==> src/rtl/ahb_arbiter.sv <==
// Two-master AHB arbiter: round-robin grant selection, fixed-length burst
// protection, locked-sequence hold and address/data-phase owner tracking.
module ahb_arbiter #(
    parameter int unsigned DEFAULT_MASTER = 0
) (
    input  logic       hclk,
    input  logic       hreset,
    input  logic       hbusreq_0,
    input  logic       hbusreq_1,
    input  logic       hlock_0,
    input  logic       hlock_1,
    input  logic [1:0] htrans,
    input  logic [2:0] hburst,
    input  logic       hready,
    output logic       hgrant_0,
    output logic       hgrant_1,
    output logic       hmaster,
    output logic       hmaster_data,
    output logic       hmastlock
);

    localparam logic       DEF_M        = (DEFAULT_MASTER != 0);
    localparam logic [1:0] TRANS_NONSEQ = 2'b10;
    localparam logic [1:0] TRANS_SEQ    = 2'b11;

    // Beat count of a burst type; 0 marks undefined-length INCR.
    function automatic logic [4:0] burst_len(input logic [2:0] burst);
        logic [4:0] len;
        case (burst)
            3'b000:         len = 5'd1;
            3'b001:         len = 5'd0;
            3'b010, 3'b011: len = 5'd4;
            3'b100, 3'b101: len = 5'd8;
            default:        len = 5'd16;
        endcase
        return len;
    endfunction

    logic       g;
    logic       g_next;
    logic [4:0] beats_left;
    logic [4:0] beats_next;
    logic [4:0] len;
    logic       lock_hold;
    logic       arb_ok;

    // The grant register is the pair of complementary grant flops.
    assign g = hgrant_1;

    // Remaining-beat count as it will stand after this edge.
    always_comb begin
        len        = burst_len(hburst);
        beats_next = beats_left;
        if (hready) begin
            if (htrans == TRANS_NONSEQ) begin
                beats_next = (len == 5'd0) ? 5'd0 : len - 5'd1;
            end else if ((htrans == TRANS_SEQ) && (beats_left != 5'd0)) begin
                beats_next = beats_left - 5'd1;
            end
        end
    end

    // Arbitration is allowed once the burst is on its last beat and no lock is held.
    always_comb begin
        lock_hold = g ? hlock_1 : hlock_0;
        arb_ok    = !lock_hold && (beats_next <= 5'd1);
        g_next    = g;
        if (arb_ok) begin
            case ({hbusreq_1, hbusreq_0})
                2'b00:   g_next = DEF_M;
                2'b01:   g_next = 1'b0;
                2'b10:   g_next = 1'b1;
                default: g_next = !g;
            endcase
        end
    end

    // Grant and beat-tracking registers; reset overrides any burst or lock.
    always_ff @(posedge hclk) begin
        if (hreset) begin
            hgrant_1   <= DEF_M;
            hgrant_0   <= !DEF_M;
            beats_left <= 5'd0;
        end else begin
            hgrant_1   <= g_next;
            hgrant_0   <= !g_next;
            beats_left <= beats_next;
        end
    end

    // Owner handover only on completed transfers so a wait-stated slave sees a stable owner.
    always_ff @(posedge hclk) begin
        if (hreset) begin
            hmaster      <= DEF_M;
            hmaster_data <= DEF_M;
            hmastlock    <= 1'b0;
        end else if (hready) begin
            hmaster      <= g;
            hmastlock    <= lock_hold;
            hmaster_data <= hmaster;
        end
    end

endmodule

==> config.mk <==
export PLATFORM = sky130hd
export DESIGN_NAME = ahb_arbiter
export DESIGN_NICKNAME = d
export VERILOG_FILES = /design/src/rtl/ahb_arbiter.sv
export SDC_FILE = /design/constraint.sdc
export NUM_CORES = 1
export LEC_CHECK = 0
export BUFFER_PORTS_ARGS = -buffer_cell sky130_fd_sc_hd__buf_2
export CORE_AREA = 2 2 39 41
export DETAILED_ROUTE_END_ITERATION = 10
export DIE_AREA = 0 0 41 43
export PLACE_DENSITY = 0.66
export SYNTH_ARGS = -nofsm -noshare
export SYNTH_HDL_FRONTEND = slang
export SYNTH_SLANG_ARGS = --single-unit
==> constraint.sdc <==
create_clock -name hclk -period 2.8 [get_ports hclk]
set_clock_uncertainty 0.05 [all_clocks]
set_input_delay 0 -clock hclk [delete_from_list [all_inputs] [get_ports hclk]]
set_output_delay 0 -clock hclk [all_outputs]
set_load 0.05 [all_outputs]
# == Yosys cells after proc, flatten, opt, wreduce, memory -nomap -nowiden ==
# Index checks and enable logic that the tools add are counted.
# W data, S select, Z words.
# totals
wordCells,38
output_inout_bits,5
regBits,10
input_bits,12
# classes
add_sub_neg,2
n_reduce_logical,12
order_cmp,1
eq_ne,9
n_mux,8
# ops
operator,count
$mux W5,4
$pmux W5 S4,1
$sub A5 B1 Y5 const B,2
$eq A2 B2 Y1 const B,3
$eq A3 B2 Y1 const B,2
$eq A3 B3 Y1 const B,2
$reduce_or A2 Y1,3
$le A5 B1 Y1 const B,1
$logic_not A5 Y1,1
$reduce_bool A5 Y1,1
$eq A3 B1 Y1 const B,1
$logic_not A1 Y1,3
$logic_not A3 Y1,1
$eq A2 B1 Y1 const B,1
$logic_and A1 B1 Y1,2
$logic_not A2 Y1,1
$mux W1,2
$pmux W1 S2,1

# == Logic depth before layout (Yosys ltp) ==
# depth
depth_word,11
ltp_mapped,7
depth_no_buf,7

# == Worst setup path after synthesis ==
# Ideal clock, no wire load.
# synth_timing
path_type,register to register
start,register beats_left[0]
end,register with a tool-made name
path_buffers,0
arrival_ps,1940
stages_incl_launch_ff,8
setup_slack_ps,686
setup_time_ps,123
synth_period_minus_slack_ps,2114
t_required_ps,2627
cell_sequence,dfxtp_1 > inv_1 > ha_1 > or4b_4 > mux2i_1 > a221oi_2 > nor4b_4 > mux2_1
# synth_lines
item,line,rtl
start: declaration,41,logic [4:0] beats_left;
start signal: assignment,87,beats_left <= beats_next;

==> results.md <==
- The first global-routing pass estimated 1770 um of wire.
- The finished layout holds 93 standard cells, fillers aside.
- The share of the clock period used by the worst path after layout is 0.820.
- Static timing analysis puts the maximum clock frequency at 0.436 GHz.
- Walking the worst path, the cells encountered are inv_1 > ha_1 > or4b_4 > mux2i_1 > a221oi_2 > nor4b_4 > mux2_1.
- The clock network power share is 0.263.
- The overall power consumption is 0.335 mW.
- Port buffering added 15 buffers.
- After detailed placement, the design holds a cell count of 88.
- The final design area excluding fillers is 676 um2.
- The met1 wire length is 505 um.
- The number of search-and-repair iterations in the first detailed-routing pass is 4.
- The kind of start point of the critical path is a register.
- The capturing element type of the critical path is a register.
- The final net count is 92.
- The detailed router placed 505 vias in this run.
- Once layout is complete, the utilization of the core stands at 0.488.
- Of the total power, combinational logic draws 0.264.
- In this run the deepest clock path goes through 2 buffers.
- Summed over all cells, the static leakage comes to 0.312 nW.
- The die area is 1760 um2.
- The net switching power is 0.0979 mW.
- After clock tree synthesis, the clock-pin slew on the worst setup and hold paths is 0.06 ns.
- The wire length on met3 is 64 um.
- The half-perimeter wire length of the detailed placement result is 838 um.
- The number of global-route vias before repair is 449.
- At the worst endpoint, the arrival time is 2.38 ns.
- The critical path class is reg2reg.
- In the final layout, the share of cells above drive strength 1 is 0.273.
- The number of max-slew violations in the final report came to 0.
- The number of DRC markers after the initial detailed-route iteration is 4.
- The sequential cells in the finished layout cover a total of 200 um2.
- The worst hold slack after final layout is 0.0258 ns.
- The smallest clock period supported by the final layout is computed as 2.30 ns.
- The count of maximum capacitance violations is 0.
- The number of antenna violations at the first check in global routing was 0.
- Summed over all nets, wire length on met2 after detailed routing comes to 515 um.
- The instance count of the mapped netlist is 59.
- In this run the tightest slew margin relative to its limit is 0.705.
- The level count of the clock H-tree is 1.
- Counting the buffers created by CTS gives 3.
- After synthesis the netlist holds a flip-flop and latch count of 10.
- The run finished with clean final reports.
- In this run the horizontal extent of the chip is 41 um.
- For this run, design rule violations remaining after detail routing come to 0.
- The aggregate global-route resource usage is 0.147.
- The kind of cell adding the most delay to the critical path is simple AND/OR/NAND/NOR gates.
- The area overhead of the layout relative to synthesis is 23.6%.
- The y dimension of the die is 43 um.
- The sum of buffers and inverters on the critical path is 1.
- The count of distinct cell types in the synthesized netlist is 26.
- STA puts the critical path data required time at 2.89 ns.
- The slowest stage of the critical path belongs to the cell sky130_fd_sc_hd__or4b_4.
- The launching instance or port of the critical path is beats_left[0].
- The path class of the lowest-slack min-delay path is in2reg.
- The multi-input combinational cells in the finished layout cover a total of 323 um2.
- The total nets after synthesis is 72.
- The register area share after synthesis is 0.366.
- The repair_antennas step left the layout with diodes totalling 0.
- The hold violation total from the final report is 0.
- The mean post-synth cell area is 9.27 um2.
- Summing every instance area after synthesis gives 547 um2.
- The worst path meets setup with 0.504 ns of slack.
- The tree is rooted in a sky130_fd_sc_hd__clkbuf_4.
- Clock latency on the worst-skew pair, taken at its later pin, is 0.25 ns.
- The largest fanout of any net on the critical path is 4.
- The startpoint identified for the worst register-to-register timing path is beats_left[0].
- Setup violations remaining at the end of the flow were counted as 0.
- The path with the worst hold slack has its endpoint at beats_left[3].
- Leaving out fill and tap cells, the most frequent cell in the layout is sky130_fd_sc_hd__buf_2.
- The weighted congestion at the end of routability-driven global placement is 0.673.
- The internal cell power is 0.237 mW.
- The top cell types in the final layout, fill and taps aside, are sky130_fd_sc_hd__buf_2 (15), sky130_fd_sc_hd__dfxtp_1 (10), sky130_fd_sc_hd__nor2_1 (7).
- Setup repair after global routing left no endpoint under its margin.
- The total area inside the core boundary comes to 1380 um2.
- The initial utilization of the core area, before any placement, comes to 0.395.
- The aggregate negative setup slack is 0 ns.
- Yosys printed 0 warnings.
- In the final routed layout, each cell accounts on average for 11.8 um.
- The via density per instance is 5.43.
- The TritonCTS sink count is 10.
- For this run the aggregate overflow at the end of global routing stands at 0.
- The highest metal layer with signal wires is met4.
- Across all register-to-register paths, the minimum setup slack is 0.50 ns.
- The power per unit of standard cell area is 495 nW/um2.
- The cell area after placement is 633 um2.
- The count of filler cells inserted in the layout is 138.
- The net switching share of the total power is 0.293.
- Entering global routing, the biggest net connects 11 pins.
- The startpoint identified for the worst hold timing path is hburst[1].
- Once the clock tree was built, the setup fixing pass inserted 0 buffers.
- Prior to clock tree synthesis, the placed netlist has a worst setup slack of 0.505 ns.
- The worst-case IR drop observed on VDD is 252 uV.
- The pin slew with the least headroom to its limit is 0.439 ns.
- For this block, the routed nets add up to 1100 um of wire.
- In this run the remaining antenna-violating nets after routing total 0.
- In this design, the stage delay of the slowest critical-path cell is 0.51 ns.
- The share of total power dissipated in sequential elements is 0.473.
- The number of cells on the worst reg-to-reg path is 7.
- The worst hold path was traced through 3 stages.
- The floorplan row count is 14.
- 17 I/O pins were placed.
- TritonCTS built the clock tree.
==> flip-flops by register name, indices dropped and copies added, names as in the netlist, named ones only <==
name          count
beats_left        5
hgrant_0          1
hmaster           1
hmaster_data      1
hmastlock         1
==> worst max-delay path by stage <==
stage | end | slack [ns] | depth (start not counted)
after floorplan | register | 0.69 | 7
after global placement | register | 0.54 | 7
after detailed placement | register | 0.51 | 7
after CTS | register | 0.49 | 7
after global routing | register | 0.39 | 7
final | register | 0.50 | 7
==> synthesized netlist by cell type <==
| cell | count | area, um2 |
|---|---|---|
| sky130_fd_sc_hd__a221oi_2 | 1 | 15.0 |
| sky130_fd_sc_hd__nor2b_1 | 3 | 18.8 |
| sky130_fd_sc_hd__nor3_1 | 1 | 5.00 |
| sky130_fd_sc_hd__a211o_1 | 1 | 8.76 |
| sky130_fd_sc_hd__nand2_1 | 1 | 3.75 |
| sky130_fd_sc_hd__mux2_1 | 1 | 11.3 |
| sky130_fd_sc_hd__o311a_1 | 1 | 10.0 |
| sky130_fd_sc_hd__buf_2 | 1 | 5.00 |
| sky130_fd_sc_hd__or4b_4 | 1 | 13.8 |
| sky130_fd_sc_hd__a221oi_1 | 2 | 17.5 |
| sky130_fd_sc_hd__nor4b_4 | 1 | 23.8 |
| sky130_fd_sc_hd__a32o_1 | 1 | 10.0 |
| sky130_fd_sc_hd__mux2i_1 | 5 | 50.1 |
| sky130_fd_sc_hd__dfxtp_1 | 10 | 200 |
| sky130_fd_sc_hd__clkbuf_1 | 1 | 3.75 |
| sky130_fd_sc_hd__inv_1 | 4 | 15.0 |
| sky130_fd_sc_hd__ha_1 | 1 | 12.5 |
| sky130_fd_sc_hd__and4b_1 | 1 | 10.0 |
| sky130_fd_sc_hd__a211oi_1 | 2 | 15.0 |
| sky130_fd_sc_hd__a21oi_1 | 2 | 10.0 |
| sky130_fd_sc_hd__nand3_1 | 2 | 10.0 |
| sky130_fd_sc_hd__and2_1 | 2 | 12.5 |
| sky130_fd_sc_hd__nand4_1 | 1 | 6.26 |
| sky130_fd_sc_hd__nor2_1 | 7 | 26.3 |
| sky130_fd_sc_hd__o21ai_0 | 4 | 20.0 |
| sky130_fd_sc_hd__nor4_1 | 2 | 12.5 |
==> routing by layer <==
layer / global-route usage / vias up
met5: 0 / -
met4: 0.0800 / 0
met3: 0.0314 / 2
met2: 0.231 / 15
met1: 0.177 / 230
li1: - / 258
==> cell type report <==
class,count,share of cell area
Multi-Input combinational cell,43,0.478
Sequential cell,10,0.296
Timing Repair Buffer,17,0.141
Clock buffer,3,0.0333
Tap cell,16,0.0296
Inverter,4,0.0222
==> power groups by stage <==
stage	Combinational, mW	Clock [mW]	Sequential [mW]
after floorplan	0.0487	0	0.177
after global placement	0.0855	0	0.161
after detailed placement	0.0865	0	0.161
after CTS	0.0891	0.0933	0.158
after global routing	0.0958	0.105	0.159
final	0.0883	0.0880	0.158
==> repair_timing <==
item / 4_1_cts / 5_1_grt
hold buffers: 2 / 0
hold endpoints to repair: 6 / 0
resized for setup: 0 / 0
==> worst reg2reg max path, stage by stage, from the launching register on <==
cell and delay (ns):
sky130_fd_sc_hd__dfxtp_1 0.33, sky130_fd_sc_hd__inv_1 0.09, sky130_fd_sc_hd__ha_1 0.21, sky130_fd_sc_hd__or4b_4 0.51, sky130_fd_sc_hd__mux2i_1 0.21, sky130_fd_sc_hd__a221oi_2 0.12, sky130_fd_sc_hd__nor4b_4 0.32, sky130_fd_sc_hd__mux2_1 0.34
==> logic make-up after synthesis <==
logic type / Yosys count / synth area share
muxes: 6 / 0.112
buffers and inverters: 6 / 0.0435
adders and majority gates: 1 / 0.0229
AOI/OAI and AO/OA: 14 / 0.195
and+or+nand+nor: 22 / 0.261
DFF: 10 / 0.366
No activity file was read; power rests on OpenSTA's default activity.
